`config.mk`:
```
export PLATFORM = sky130hd
export DESIGN_NAME = hash_bucket_seq
export DESIGN_NICKNAME = d
export VERILOG_FILES = /design/src/rtl/hash_bucket_seq.sv
export SDC_FILE = /design/constraint.sdc
export NUM_CORES = 1
export LEC_CHECK = 0
export ABC_AREA = 1
export CORE_MARGIN = 2
export CORE_UTILIZATION = 43
export CTS_BUF_LIST = sky130_fd_sc_hd__clkbuf_4 sky130_fd_sc_hd__clkbuf_8 sky130_fd_sc_hd__clkbuf_16
export DETAILED_ROUTE_END_ITERATION = 6
export GPL_TIMING_DRIVEN = 0
export PLACE_DENSITY = 0.75
export SYNTH_ARGS = -nofsm -noshare
export SYNTH_HDL_FRONTEND = slang
export SYNTH_SLANG_ARGS = --single-unit
```
`constraint.sdc`:
```
create_clock -name clk_i -period 1.26 [get_ports clk_i]
set_input_delay 0.252 -clock clk_i [delete_from_list [all_inputs] [get_ports clk_i]]
set_output_delay 0.252 -clock clk_i [all_outputs]
set_load 0.03 [all_outputs]
```
`src/rtl/hash_bucket_seq.sv`:
```
// rtl/hash_bucket_seq.sv - counting-Bloom-filter op sequencer over a single-port counter RAM
package cb_filter_pkg;
  typedef struct packed {
    int unsigned PermuteSeed;
    int unsigned XorSeed;
  } cb_seed_t;
endpackage

// sub_per_hash: keyed rotate/xor rounds over the key, then xor-folded down to HashWidth bits.
module sub_per_hash #(
  parameter int unsigned InpWidth   = 32'd11,
  parameter int unsigned HashWidth  = 32'd5,
  parameter int unsigned NoRounds   = 32'd1,
  parameter int unsigned PermuteKey = 32'd299034753,
  parameter int unsigned XorKey     = 32'd4094834
) (
  input  logic [InpWidth-1:0]  data_i,
  output logic [HashWidth-1:0] hash_o
);
  logic [InpWidth-1:0] stage [NoRounds+1];

  assign stage[0] = data_i;

  for (genvar r = 0; r < NoRounds; r++) begin : g_round
    localparam int unsigned Rot = (PermuteKey + r) % InpWidth;
    localparam logic [InpWidth-1:0] Key = InpWidth'(XorKey >> r);
    logic [2*InpWidth-1:0] dbl;
    // upper half of the doubled word shifted left is a left rotation by Rot
    assign dbl = {stage[r], stage[r]} << Rot;
    assign stage[r+1] = dbl[2*InpWidth-1 -: InpWidth] ^ Key;
  end

  for (genvar j = 0; j < HashWidth; j++) begin : g_fold
    logic bit_x;
    always_comb begin
      bit_x = 1'b0;
      for (int i = j; i < InpWidth; i += HashWidth) bit_x ^= stage[NoRounds][i];
    end
    assign hash_o[j] = bit_x;
  end
endmodule

module hash_bucket_seq #(
  parameter int unsigned DataWidth = 32'd11,
  parameter int unsigned HashWidth = 32'd5,
  parameter int unsigned NoHashes  = 32'd3,
  parameter int unsigned NoRounds  = 32'd1,
  parameter int unsigned CntWidth  = 32'd4,
  parameter cb_filter_pkg::cb_seed_t [NoHashes-1:0] Seeds = '{
    '{PermuteSeed: 32'd299034753, XorSeed: 32'd4094834},
    '{PermuteSeed: 32'd19921030,  XorSeed: 32'd995713},
    '{PermuteSeed: 32'd294388,    XorSeed: 32'd65146511}
  }
) (
  input  logic                 clk_i,
  input  logic                 rst_ni,
  input  logic                 req_valid_i,
  output logic                 req_ready_o,
  input  logic [1:0]           req_op_i,
  input  logic [DataWidth-1:0] req_data_i,
  output logic                 resp_valid_o,
  input  logic                 resp_ready_i,
  output logic                 resp_hit_o,
  output logic                 resp_sat_o,
  output logic                 mem_req_o,
  output logic                 mem_we_o,
  output logic [HashWidth-1:0] mem_addr_o,
  output logic [CntWidth-1:0]  mem_wdata_o,
  input  logic [CntWidth-1:0]  mem_rdata_i,
  output logic                 busy_o
);
  typedef enum logic [1:0] {IDLE, READ, MODIFY, RESP} state_e;

  localparam int unsigned KW = (NoHashes > 1) ? $clog2(NoHashes) : 1;
  localparam logic [KW-1:0] KLast = KW'(NoHashes - 1);
  localparam logic [CntWidth-1:0] CntMax = '1;

  state_e                 state_q, state_d;
  logic [KW-1:0]          k_q, k_d;
  logic [1:0]             op_q, op_d;
  logic                   hit_q, hit_d, sat_q, sat_d;
  logic [HashWidth-1:0]   hash_c [NoHashes];
  logic [HashWidth-1:0]   hash_q [NoHashes];
  logic [HashWidth-1:0]   hash_d [NoHashes];
  logic                   do_inc, do_dec;

  for (genvar h = 0; h < NoHashes; h++) begin : g_hash
    sub_per_hash #(
      .InpWidth  (DataWidth),
      .HashWidth (HashWidth),
      .NoRounds  (NoRounds),
      .PermuteKey(Seeds[h].PermuteSeed),
      .XorKey    (Seeds[h].XorSeed)
    ) u_hash (
      .data_i(req_data_i),
      .hash_o(hash_c[h])
    );
  end

  // op 2'b11 decodes as neither, so it behaves as a lookup
  assign do_inc = (op_q == 2'b01);
  assign do_dec = (op_q == 2'b10);
  assign busy_o = (state_q != IDLE);

  always_comb begin
    state_d      = state_q;
    k_d          = k_q;
    op_d         = op_q;
    hit_d        = hit_q;
    sat_d        = sat_q;
    hash_d       = hash_q;
    req_ready_o  = 1'b0;
    resp_valid_o = 1'b0;
    resp_hit_o   = 1'b0;
    resp_sat_o   = 1'b0;
    mem_req_o    = 1'b0;
    mem_we_o     = 1'b0;
    mem_addr_o   = '0;
    mem_wdata_o  = '0;
    unique case (state_q)
      IDLE: begin
        req_ready_o = 1'b1;
        if (req_valid_i) begin
          op_d    = req_op_i;
          hash_d  = hash_c;
          k_d     = '0;
          hit_d   = 1'b1;
          sat_d   = 1'b0;
          state_d = READ;
        end
      end
      READ: begin
        mem_req_o  = 1'b1;
        mem_addr_o = hash_q[k_q];
        state_d    = MODIFY;
      end
      MODIFY: begin
        hit_d = hit_q & (mem_rdata_i != '0);
        if (do_inc || do_dec) begin
          mem_req_o  = 1'b1;
          mem_we_o   = 1'b1;
          mem_addr_o = hash_q[k_q];
        end
        if (do_inc) begin
          if (mem_rdata_i == CntMax) begin
            mem_wdata_o = mem_rdata_i;
            sat_d       = 1'b1;
          end else begin
            mem_wdata_o = mem_rdata_i + 1'b1;
          end
        end else if (do_dec) begin
          if (mem_rdata_i == '0) begin
            mem_wdata_o = '0;
            sat_d       = 1'b1;
          end else begin
            mem_wdata_o = mem_rdata_i - 1'b1;
          end
        end
        if (k_q == KLast) begin
          state_d = RESP;
        end else begin
          k_d     = k_q + 1'b1;
          state_d = READ;
        end
      end
      RESP: begin
        resp_valid_o = 1'b1;
        resp_hit_o   = hit_q;
        resp_sat_o   = sat_q;
        if (resp_ready_i) state_d = IDLE;
      end
      default: state_d = IDLE;
    endcase
  end

  always_ff @(posedge clk_i or negedge rst_ni) begin
    if (!rst_ni) begin
      state_q <= IDLE;
      k_q     <= '0;
      op_q    <= 2'b00;
      hit_q   <= 1'b0;
      sat_q   <= 1'b0;
      for (int i = 0; i < NoHashes; i++) hash_q[i] <= '0;
    end else begin
      state_q <= state_d;
      k_q     <= k_d;
      op_q    <= op_d;
      hit_q   <= hit_d;
      sat_q   <= sat_d;
      hash_q  <= hash_d;
    end
  end
endmodule

```
==> After elaboration in Yosys (flattened, before gate mapping) <==
Index checks and enable logic that the tools add are counted.
{ "word_totals": {"regBits": 23, "inputBits": 21, "elab_cells": 90} }
{ "classes": {"addsub": 3, "order_cmp": 1, "n_eq_ne": 13, "muxes": 32, "n_bitwise": 22, "n_reduce_logical": 11} }
{ "op_table": {"columns": ["operator", "count"], "rows": [
  ["4-bit two-way mux", 5],
  ["1-bit bitwise XOR", 17],
  ["5-bit two-way mux", 3],
  ["1-bit two-way mux", 12],
  ["5-bit binary-select mux with 2-bit select", 1],
  ["2-bit two-way mux", 5],
  ["5-bit one-hot mux with 2 select lines", 1],
  ["3-bit inequality test (second input constant)", 3],
  ["2-bit equality test (second input constant)", 4],
  ["2-bit one-hot mux with 4 select lines", 1],
  ["7-bit inverter", 1],
  ["2-bit inequality test (second input constant)", 3],
  ["6-bit inverter", 1],
  ["1-bit one-hot mux with 2 select lines", 3],
  ["2-bit AND reduction", 3],
  ["5-bit AND reduction", 1],
  ["4-bit by 1-bit adder with 4-bit output (second input constant)", 1],
  ["2-bit by 1-bit equality test with 1-bit output (second input constant)", 2],
  ["4-bit equality test (second input constant)", 1],
  ["4-bit logical NOT", 1],
  ["2-bit one-hot mux with 2 select lines", 1],
  ["2-bit nonzero test", 2],
  ["4-bit nonzero test", 1],
  ["4-bit by 1-bit subtractor with 4-bit output (second input constant)", 1],
  ["other kinds (8)", 8]
]} }

==> Longest topological paths before layout <==
{ "logic_depth": {"ltp_word": 6, "depth_mapped": 9} }

==> Modules after synthesis <==
A second synthesis with hierarchy kept.
{ "hier_totals": {"hier_cells": 254, "hier_area_um2": 1800.5} }
{ "by_module_without_submodules": {"columns": ["module", "instances", "cells_per_inst", "area_each_um2", "seq_area_each_um2"], "rows": [
  ["hash_bucket_seq", 1, 200, 1477.7, 575.6],
  ["sub_per_hash", 3, 18, 107.6, 0.0]
]} }

==> Worst setup path after synthesis <==
Ideal clock, no wire load.
{ "synth_timing": {"path_kind": "reg-to-output", "startpoint": "register state_q[0]", "endpoint": "output port mem_addr_o[0]", "arrival_time_ns": 1.698, "required_time_ns": 1.008, "path_slack_ns": -0.690, "stages_incl_launch_ff": 7, "path_buffers": 0, "cell_sequence": "dfrtp_1 > inv_1 > ha_1 > nand2_1 > inv_1 > o21ai_1 > a21oi_1"} }
{ "synth_via": {"elab_chain_len": 2, "elab_cells_between_ends": 3, "cone_classes": "2 x eq/ne; 1 x mux"} }
{ "synth_rtl": {"columns": ["item", "line", "source"], "rows": [
  ["start: declaration", "78", "state_e state_q, state_d;"],
  ["start signal: assignment", "185", "state_q <= state_d;"],
  ["2-bit equality test or 2-bit by 1-bit equality test with 1-bit output (tied branches)", "120", "unique case (state_q)"],
  ["5-bit one-hot mux with 2 select lines (*)", "120", null],
  ["end: declaration", "67", "output logic [HashWidth-1:0] mem_addr_o,"]
]} }
Every way passes the cells marked *; elsewhere a longest branch is shown, timed or not.

==> Final worst setup path <==
{ "layout_timing": {"startpoint": "register state_q[0]", "endpoint": "output port mem_addr_o[3]"} }
Same word-level chain as after synthesis.

==> flow_summary.json <==
{
  "grt_first_pass_wirelength_mm": 6.775,
  "tightest_slew_ns": 0.8782,
  "post-place-ws_ns": -1.353,
  "antenna_found_initial": 0,
  "synth.area.top_cells": "dfrtp_1, nand2_1, ha_1",
  "grt_start_max_net_pins": 20,
  "synthSimpleGateAreaFrac": 0.2362,
  "critPathKind": "reg -> out",
  "post_drt_via_cell_ratio": 5.399,
  "utilization": 0.8442,
  "synthesis.nets": 217,
  "synth-compound-area-share": 0.1866,
  "synth_cells": 185,
  "syn_area_per_cell_um2": 7.358,
  "peakVddDrop_v": 0.001747,
  "async_flop_share": 1.000,
  "yosys.area_share.xor_xnor": 0.02574,
  "setup_slack_ns": -0.6831,
  "drive_above_1_share": 0.5534,
  "ys_types": 25,
  "slew_viol_final": 0,
  "syn-cell-area_um2": 1361,
  "area.growth.synth_to_final_pct": 87.78,
  "io_pins": 37,
  "setup_viol": 35,
  "die_x_um": 60.27,
  "cts_tree": "built",
  "numCtsBuffers": 3,
  "crit_fanout": 6,
  "initial_core_util": 0.4496,
  "violations": "setup timing",
  "grt_use_total": 0.2504,
  "clkSlewWorstSetupHoldPaths_ns": 0.13,
  "grt_overflow": 0,
  "yosysSeqAreaShare": 0.3493,
  "synth_top_cell_by_area": "dfrtp_1",
  "timing.fmax_mhz": 514.6,
  "worst_path_largest_cell_delay_ns": 0.47,
  "synth_top_family_by_area": "simple AND/OR/NAND/NOR gates",
  "dieArea_um2": 3632,
  "ant_nets": 0,
  "htreeDepth": 1,
  "maxSlewHeadroom": 0.4127,
  "stdcell_area_um2": 2556,
  "cp_common_cell": "inv_4",
  "wl_per_cell_um": 15.76,
  "remaining_drc_errors": 0,
  "dieHeight_um": 60.27,
  "status": "finished, violations left",
  "drt_pass1_iterations": 4,
  "yosysWarnings": 0,
  "wirelength_mm": 4.823,
  "clockRootBuffer": "clkbuf_4",
  "cpMaxStageDelayCell": "dfrtp_2",
  "post-route-min-period_ns": 1.943,
  "p_leak_uw": 0.001140,
  "clockBufferDepth": 2,
  "clk_latency_ns": 0.32,
  "rows": 20,
  "dp.cells": 264,
  "critPathCaptureType": "primary output",
  "synth_edf_count": 0,
  "core_area_um2": 3028,
  "power.total_uw": 6305,
  "io_buffers": 35,
  "cts_sinks": 19,
  "skew_ns": 0.007747,
  "synth_seq_cells": 19,
  "startpoint_type": "flip-flop",
  "hold_viol": 0,
  "arrival_ns": 1.69,
  "drv_cap": 0,
  "fin_cells": 306,
  "postPlaceCellArea_um2": 1911,
  "grt_setup_unrepaired": "true",
  "powerDensity_nw_per_um2": 2466,
  "vias": 1652,
  "grt_pass1_vias": 1496,
  "reg2reg_slack_ns": -0.23,
  "fillers": 161,
  "place_congestion": 0.8466,
  "period_share": 1.542,
  "hpwl_mm": 2.580,
  "synth_flop_cell": "dfrtp_1",
  "worstPathCellList": "inv_4 -> ha_4 -> nand2_4 -> inv_4 -> o21ai_4 -> buf_12 -> a21oi_4 -> buf_6",
  "synthMuxAreaShare": 0,
  "final_nets": 295,
  "synthAdderAreaFrac": 0.1011,
  "hold_class": "in -> async",
  "antenna_cells": 0,
  "drtIter0Drc": 90,
  "crit_required_ns": 1.01,
  "synthDominantCellAreaShare": 0.3493
}
-- report_power, final --
group	switching, uW	internal [uW]	leakage [uW]
Clock	226	119	0.0000177
Combinational	2520	2300	0.000891
Sequential	258	887	0.000232
Total	3000	3300	0.00114
-- cells by family (layout without fill, tap and decap cells) --
logic type,count (synthesis),count (layout)
simple gates,73,73
compound gates,46,46
buf+inv,32,109
flops,19,19
fa+ha+maj,11,11
xor+xnor,4,4
-- final cells by class --
cell class | instances | area [um2] | area share
inverters | 27 | 126.4 | 0.04944
clock inverters | 1 | 5.005 | 0.001958
clock buffers | 3 | 22.52 | 0.008811
multi-input cells | 134 | 1096 | 0.4288
well taps | 44 | 55.05 | 0.02154
plain buffers | 5 | 52.55 | 0.02056
repair buffers | 72 | 716.9 | 0.2805
repair inverters | 1 | 3.754 | 0.001468
flip-flops and latches | 19 | 478.0 | 0.1870
-- layer usage --
layer	vias to the layer above	GRT usage	routed length [um]
met5	-	0	0
met4	0	0.1016	132
met3	13	0.03030	190
met2	63	0.4394	2571
met1	811	0.3075	1928
li1	765	-	-
-- Yosys cell counts (all sizes together) (2+ instances only) --
library cell  count
inv              27
a21oi            15
ha               11
nand2            39
nand4             3
o21a              2
nor2             14
buf               5
dfrtp            19
xnor2             3
o21ai            26
nand3            16
-- stage by stage --
stage                     TNS [ns]  hold slack, ns
after CTS                   -10.53          0.4257
after detailed placement    -18.81          0.4669
final                       -11.73          0.4090
after floorplan             -3.235        -0.04359
after global routing        -13.19          0.4754
after global placement      -17.91          0.4652
-- timing repair --
item / 4_1_cts / 5_1_grt
gates cloned: 3 / 0
setup buffers: 25 / 15
endpoints found under the setup margin: 35 / 35
hold buffers: 0 / 0
resized for setup: 174 / 44
pin swaps: 13 / 16
endpoints found under the hold margin: 0 / 0
-- registers in the layout, indices dropped and copies added, names as in the netlist --
name	count
hash_q	11
hit_q	1
k_q	2
op_q	2
sat_q	1
state_q	2
-- layout by cell type (no fill, tap or decap), drive strengths merged, types with 2 or more instances in the layout --
cell type	Yosys	final
a21oi	15	15
buf	5	58
clkbuf	0	3
clkdlybuf4s50	0	16
clkinv	0	2
dfrtp	19	19
dlygate4sd2	0	2
ha	11	11
inv	27	27
nand2	39	39
nand3	16	16
nand4	3	3
nor2	14	14
o21a	2	2
o21ai	26	26
xnor2	3	3
-- worst max-delay path, delay by kind of cell, from the launching register on --
kind	cells	cell delay (ns)
and+or+nand+nor	1	0.08
DFF	1	0.47
adders and majority gates	1	0.18
AOI/OAI and AO/OA	2	0.18
buffers and inverters	4	0.46
-- final timing paths --
check,startpoint,endpoint,depth (start not counted)
setup / recovery,state_q[0],mem_addr_o[3],8
hold / removal,rst_ni,sat_q,1
setup reg to reg,state_q[0],hash_q[5],10
hold reg to reg,hash_q[6],hash_q[6],2
max in group asynchronous,rst_ni,state_q[0],1
min in group clk_i,mem_rdata_i[2],hit_q,5
No activity file was read; power rests on OpenSTA's default activity.
